$ cat src/rtl/icache_refill.sv
// icache_refill: fetches one 64-byte instruction-cache line as 16 in-order
// 32-bit bus reads, with a bounded number of reads in flight, assembles the
// words into a 512-bit line and pulses line_ready for one cycle.
// All outputs come straight from flops; their next values are computed from
// the next-state/next-counter logic so bus-side timing matches a decoded FSM.
module icache_refill #(
    parameter int MAX_OUT = 16
) (
    input  logic         clk,
    input  logic         rst_n,
    input  logic         req_valid,
    input  logic [31:0]  req_addr,
    output logic         line_ready,
    output logic [511:0] line_data,
    output logic [31:0]  line_addr,
    output logic         bus_rd_valid,
    output logic [31:0]  bus_rd_addr,
    input  logic         bus_rd_ready,
    input  logic         bus_rsp_valid,
    input  logic [31:0]  bus_rsp_data
);

    typedef enum logic [1:0] {
        IDLE = 2'd0,
        FILL = 2'd1,
        DONE = 2'd2
    } state_t;

    localparam logic [4:0] WORDS     = 5'd16;
    localparam logic [4:0] MAX_OUT_C = 5'(MAX_OUT);

    state_t        state_r;
    state_t        state_s;
    logic [4:0]    issue_cnt_r;
    logic [4:0]    issue_cnt_s;
    logic [4:0]    rsp_cnt_r;
    logic [4:0]    rsp_cnt_s;
    logic [31:0]   line_addr_r;
    logic [31:0]   line_addr_s;
    logic [511:0]  line_data_r;
    logic          start_s;
    logic          issue_s;
    logic          capture_s;
    logic          rd_valid_r;
    logic          rd_valid_s;
    logic [31:0]   rd_addr_r;
    logic [31:0]   rd_addr_s;
    logic          line_ready_r;
    logic          line_ready_s;
    logic          unused_addr_bits_s;

    // Only the line-aligned part of the miss address matters.
    assign unused_addr_bits_s = ^req_addr[5:0];

    // Handshake events: new miss taken, read accepted, in-order response captured.
    // A response with nothing outstanding is unsolicited and is dropped.
    always_comb begin
        start_s   = (state_r == IDLE) && req_valid;
        issue_s   = rd_valid_r && bus_rd_ready;
        capture_s = (state_r == FILL) && bus_rsp_valid && (rsp_cnt_r < issue_cnt_r);
    end

    // Next values of the counters and line base address.
    always_comb begin
        issue_cnt_s = issue_cnt_r;
        rsp_cnt_s   = rsp_cnt_r;
        line_addr_s = line_addr_r;
        if (start_s) begin
            issue_cnt_s = 5'd0;
            rsp_cnt_s   = 5'd0;
            line_addr_s = {req_addr[31:6], 6'b000000};
        end else begin
            if (issue_s) begin
                issue_cnt_s = issue_cnt_r + 5'd1;
            end else begin
                issue_cnt_s = issue_cnt_r;
            end
            if (capture_s) begin
                rsp_cnt_s = rsp_cnt_r + 5'd1;
            end else begin
                rsp_cnt_s = rsp_cnt_r;
            end
        end
    end

    // FSM state register.
    always_ff @(posedge clk or negedge rst_n) begin
        if (!rst_n) begin
            state_r <= IDLE;
        end else begin
            state_r <= state_s;
        end
    end

    // FSM next state: the capture of word 15 completes the fill; DONE lasts one cycle.
    always_comb begin
        state_s = state_r;
        case (state_r)
            IDLE: begin
                if (start_s) begin
                    state_s = FILL;
                end else begin
                    state_s = IDLE;
                end
            end
            FILL: begin
                if (capture_s && (rsp_cnt_r == 5'd15)) begin
                    state_s = DONE;
                end else begin
                    state_s = FILL;
                end
            end
            DONE:    state_s = IDLE;
            default: state_s = IDLE;
        endcase
    end

    // FSM outputs for the coming cycle: issue while words remain and the
    // in-flight window has room; the address is zero whenever not requesting.
    always_comb begin
        rd_valid_s   = 1'b0;
        rd_addr_s    = 32'd0;
        line_ready_s = 1'b0;
        if ((state_s == FILL) && (issue_cnt_s < WORDS) &&
            ((issue_cnt_s - rsp_cnt_s) < MAX_OUT_C)) begin
            rd_valid_s = 1'b1;
            rd_addr_s  = line_addr_s + {25'd0, issue_cnt_s, 2'b00};
        end else begin
            rd_valid_s = 1'b0;
            rd_addr_s  = 32'd0;
        end
        if (state_s == DONE) begin
            line_ready_s = 1'b1;
        end else begin
            line_ready_s = 1'b0;
        end
    end

    // Counters, line base address and registered outputs.
    always_ff @(posedge clk or negedge rst_n) begin
        if (!rst_n) begin
            issue_cnt_r  <= 5'd0;
            rsp_cnt_r    <= 5'd0;
            line_addr_r  <= 32'd0;
            rd_valid_r   <= 1'b0;
            rd_addr_r    <= 32'd0;
            line_ready_r <= 1'b0;
        end else begin
            issue_cnt_r  <= issue_cnt_s;
            rsp_cnt_r    <= rsp_cnt_s;
            line_addr_r  <= line_addr_s;
            rd_valid_r   <= rd_valid_s;
            rd_addr_r    <= rd_addr_s;
            line_ready_r <= line_ready_s;
        end
    end

    // Line assembly: each captured response lands in word rsp_cnt; other
    // words keep the previous line until they are overwritten.
    always_ff @(posedge clk or negedge rst_n) begin
        if (!rst_n) begin
            line_data_r <= 512'd0;
        end else if (capture_s) begin
            line_data_r[{rsp_cnt_r[3:0], 5'd0} +: 32] <= bus_rsp_data;
        end else begin
            line_data_r <= line_data_r;
        end
    end

    assign line_ready   = line_ready_r;
    assign line_data    = line_data_r;
    assign line_addr    = line_addr_r;
    assign bus_rd_valid = rd_valid_r;
    assign bus_rd_addr  = rd_addr_r;

endmodule

$ cat config.mk
export PLATFORM = sky130hd
export DESIGN_NAME = icache_refill
export DESIGN_NICKNAME = d
export VERILOG_FILES = /design/src/rtl/icache_refill.sv
export SDC_FILE = /design/constraint.sdc
export NUM_CORES = 1
export LEC_CHECK = 0
export ABC_AREA = 1
export CORE_AREA = 2 2 254 256
export DETAILED_ROUTE_END_ITERATION = 8
export DIE_AREA = 0 0 256 258
export GPL_TIMING_DRIVEN = 1
export HOLD_SLACK_MARGIN = 0.12
export PLACE_DENSITY = 0.7
export SYNTH_ARGS = -nofsm -noshare
export SYNTH_HDL_FRONTEND = slang
export SYNTH_SLANG_ARGS = --single-unit
$ cat constraint.sdc
create_clock -name clk -period 5.4 [get_ports clk]
set_input_delay 1.62 -clock clk [delete_from_list [all_inputs] [get_ports clk]]
set_output_delay 1.62 -clock clk [all_outputs]
set_load 0.01 [all_outputs]
Word level (Yosys, flattened, before mapping):

Index checks and enable logic that the tools add are counted.

* shift-type cells: 2
* add/sub/neg operators: 5
* equality and inequality tests: 4
* $lt $le $gt $ge: 3
* muxes and demuxes: 12
* reduce and logical (&&, ||, !) cells: 8

Operators by type and width (count)
* $bwmux 512: 1
* $shift 32x11->512 const A: 1
* $shiftx 32x11->512: 1
* $mux 32: 2
* $add 32x7->32: 1
* $mux 5: 4
* $neg 9->11: 1
* $add 5x1->5 const B: 2
* $lt 5x5->1 const B: 2
* $logic_and 1x1->1: 7
* $eq 5x4->1 const B: 1
* $lt 5x5->1: 1
* $sub 5x5->5: 1
* $eq 2x1->1 const B: 2
* $pmux 2 s2: 1
* $mux 1: 3
* $eq 2x2->1 const B: 1
* $logic_not 2->1: 1
* $mux 2: 1

* register bits after elaboration: 590
* logic and storage cells: 42
* input bits: 69
* output and inout bits: 578

Depth between registers and ports, before layout:

* depth in word-level cells: 10
* gate-level depth with buffers: 21
* gate-level depth less buffers: 19

Worst setup path after synthesis:

OpenSTA, ideal clock, no wires.

* path type: input to register
* start point: in req_valid
* end point: reg rd_addr_r[22], in the netlist bus_rd_addr[22]
* path slack: 1.461 ns
* data arrival time: 3.819 ns
* required time: 5.280 ns
* setup time: 0.120 ns
* stages on the path: 18
* path buffers: 2
* cells stage by stage: nand3_4 > buf_6 > inv_2 > clkbuf_1 > nor2_1 > ha_1 > fa_1 > nand3_1 > nand2_1 > nand2_1 > nand2_1 > nand2_2 > nor2_2 > nand2_2 > nor2_4 > nand3_1 > xor2_1 > nor2_1

* elaborated cells between the ends (all ways): 14
* those cells by class: 2 x add/sub; 2 x order compare; 1 x eq/ne; 6 x mux; 3 x reduce/logical

RTL lines
* start: declaration: line 11 `input logic req_valid,`
* $logic_and 1x1->1: line 58 `start_s = (state_r == IDLE) && req_valid;`
* $mux 32: line 68 `if (start_s) begin`
* named net line_addr_s[2]: line 39 `logic [31:0] line_addr_s;`
* $add 32x7->32: line 127 `rd_addr_s = line_addr_s + {25'd0, issue_cnt_s, 2'b00};`
* $mux 32: line 124 `if ((state_s == FILL) && (issue_cnt_s < WORDS) &&`
* named net rd_addr_s[22]: line 47 `logic [31:0] rd_addr_s;`
* end signal: assignment: line 153 `rd_addr_r <= rd_addr_s;`
* end: declaration: line 46 `logic [31:0] rd_addr_r;`

The timed path passes the listed nets, and every way through them passes these cells.
A chain may end at the register's enable or synchronous reset.

Worst setup path in the final report:

* start point: in req_valid
* end point: reg rd_addr_r[29], in the netlist bus_rd_addr[29]

Same word-level chain as after synthesis.

==> reports/qor.csv <==
stage;metric;value;unit
run_status;status;finished, final reports clean;
timing;final setup fails;0;
timing;Final Cycle Share;74.8;%
timing;Rel. slew slack;18.4;%
timing;fin crit period;4040;ps
clock_network;CTS buffer count;66;
timing;slew at the pin closest to its max-slew limit;1220;ps
route;via count;19500;
grt;vias in the first global route;18600;
clock_network;CTS clk-pin slew, worst paths;60;ps
placement;GP Congestion;0.889;
grt;first-pass GRT wire length;128;mm
placement;Placed Cells;3834;
synth;Synth warnings;0;
synth;Post-synth top cells;nand2_1 (655), dfrtp_1 (590), o21ai_0 (387), inv_1 (171), nor2_1 (130);
die;Cell Rows;93;
timing;clock skew;20.5;ps
die;Die Ht;258;um
synth;Area contributors post-synth;dfrtp_1 (63%), nand2_1 (11%), o21ai_0 (8.3%);
worst_setup_path;Worst Setup Start Kind;primary input;
clock_network;Worst-Skew Late Latency;600;ps
synth;syn_area_per_cell;9.59;um2
finish;post-route insts no fill;3947;
route;TritonRoute pass-1 iters;5;
worst_setup_path;setup slack, reg-to-reg;2040;ps
finish;fillers;5850;
clock_network;CTS tree;done;
timing;unrepaired setup endpoints after global routing;false;
worst_setup_path;Critical Path Sink Type;flip-flop;
die;core area;63600;um2
grt;GRT overflow;0;
synth;Syn Nets;2522;
finish;area delta synth->final;39.9;%
route;Routed Antenna Nets;0;
min_path;hold depth;2;
synth;Synth top area share;63.2;%
die;die area;66000;um2
route;WL/cell;22.3;um
die;die width;256;um
worst_setup_path;WP data required;5860;ps
placement;Port Buf Inserts;640;
min_path;min-delay src;line_data[32];
clock_network;CTS Sinks;590;
finish;Net count, final;3135;
synth;register area share after synthesis;63.2;%
job;# Max-Cap Violations;0;
route;DRC marker count from the first detailed-route iteration;1702;
route;Routed Wire Length;88.0;mm
min_path;Hold WC Path Type;reg2reg;
worst_setup_path;reg-to-reg startpoint;rsp_cnt_r[0];
worst_setup_path;critical path arrival;4500;ps
synth;Post-synth EDFFs;0;
synth;Main synth FF type;dfrtp_1;
pwr;Leakage;14.5;nW
worst_setup_path;reg2reg path depth;10;
die;initial cell density of the core;36.7;%
synth;fraction of registers with async set or reset after synthesis;100;%
grt;GRT Overall Usage;26.4;%
timing;Setup TNS Final;0;ps
timing;hold_ws;469;ps
clock_network;# resized after CTS;0;
route;drt drc;0;
synth;synthesis-stage register bit count;590;
synth;Synth cell types;39;
synth;Mapped Area;23300;um2
clock_network;Clk Tree Root Cell;clkbuf_16;
clock_network;number of post-CTS setup repair buffers;0;
synth;Post-Synthesis Cells;2434;
timing;maximum clock frequency;248;MHz
route;Vias/cell;4.94;
pwr;worst vdd ir;363;uV
timing;max-slew violations;0;
pwr;Power Dens Cells;593;nW/um2
worst_setup_path;crit-path max FO;17;
placement;dpl hpwl;61.5;mm
grt;largest net degree at the start of global routing;149;
worst_setup_path;reg2reg end;line_data[68];
min_path;Hold Path End;line_data[32];
synth;most frequent cell after synthesis;nand2_1;
clock_network;H-tree depth;3;
grt;initial antenna violation count;3;
finish;post-layout util;51.3;%
synth;area leader, netlist;dfrtp_1;
clock_network;buffer depth of the longest clock path;3;
clock_network;cts hold-fix bufs;0;
worst_setup_path;CP Class;in2reg;
die;IO Count;647;
pwr;Final Total Pwr;19.4;mW
timing;Hold Vio Cnt, Final;0;
finish;share of cells above drive strength 1;5.99;%
-- metrics by stage --
stage          setup slack, ps  instance area [um2]
2_1_floorplan             1460                23300
3_3_place_gp               759                30600
3_5_place_dp               754                30600
4_1_cts                   1390                32700
5_1_grt                   1010                32700
6_report                  1360                32700
-- cells by family (layout without fill, tap and decap cells) --
kind of cell               after synthesis  in the layout  synth area share (%)
other                                    0              1                     0
adders and majority gates               19             19                  1.05
and+or+nand+nor                        925            925                  16.2
buffers and inverters                  332            989                  5.82
AOI/OAI and AO/OA                      535            535                  12.3
muxes                                    8              8                 0.386
xor gates and xnor gates                25             25                 0.938
DFF                                    590            590                  63.2
-- cell type report --
cell class,instances,area (um2),area share [%]
sequential,590,14800,45.2
multi-input combinational,1512,7250,22.2
timing repair buffer,672,6700,20.5
clock buffer,94,1930,5.90
tap,855,1070,3.27
inverter,205,769,2.35
clock inverter,18,188,0.574
antenna,1,2.50,0.00766
-- worst max path at each step --
stage,from,to,slack (ps),cells past startpoint
finish,req_valid,bus_rd_addr[29],1360,18
global route,bus_rd_ready,bus_rd_addr[29],1010,20
CTS,req_valid,bus_rd_addr[29],1390,19
detailed placement,req_valid,bus_rd_addr[29],750,19
global placement,req_valid,bus_rd_addr[29],760,19
floorplan,req_valid,bus_rd_addr[22],1460,18
-- cell usage in the layout (no fill, tap or decap), types with 6 or more instances in the layout --
cell type / instances
nor2_1: 130
clkbuf_1: 13
dfrtp_1: 590
clkbuf_8: 13
o31ai_1: 13
o21ai_1: 30
nor3_1: 77
nand4_1: 6
clkbuf_16: 68
nand3_1: 24
inv_1: 171
nand2_1: 650
ha_1: 18
nand2_2: 13
a21oi_1: 37
clkinv_2: 8
clkdlybuf4s50_1: 639
clkinv_1: 25
inv_2: 9
nor2_2: 6
xor2_1: 23
o21a_1: 63
mux2_2: 8
buf_4: 28
o21ai_0: 387
-- power by group --
group          switching [mW]  leakage, nW  total (mW)  internal, mW
registers               0.829         7.92        6.75          5.92
clock network            1.86         1.05        4.45          2.59
logic                    4.59         5.50        8.19          3.60
total                    7.28         14.5        19.4          12.1
-- worst max-delay path, stage by stage --
cell and delay, ps:
clkdlybuf4s50_1 510, nand3_4 90, inv_2 310, nor2_1 120, ha_1 400, a21oi_1 110, nand2_1 140, nand2_1 70
nand2_1 60, nand2_1 40, nand2_1 140, nand2_1 120, nor2_1 300, nand2_1 160, nor2_1 120, nand2_1 60
nand2_1 70, nor2_1 40
-- flip-flops by register name (all words and copies together), names as in the netlist --
| signal | cells |
|---|---|
| rsp_cnt_r | 5 |
| state_r | 2 |
| line_ready | 1 |
| line_addr | 32 |
| issue_cnt_r | 5 |
| bus_rd_valid | 1 |
| bus_rd_addr | 32 |
| line_data | 512 |
-- layer usage --
metal / track usage, % / wire (um) / vias to the layer above
met3: 8.14 / 7850 / 181
met2: 43.2 / 42000 / 775
met4: 12.4 / 4140 / 4
li1: - / - / 9061
met1: 32.1 / 34000 / 9489
met5: 0 / 27 / -
Note: power is estimated with default switching activity, not from simulation.
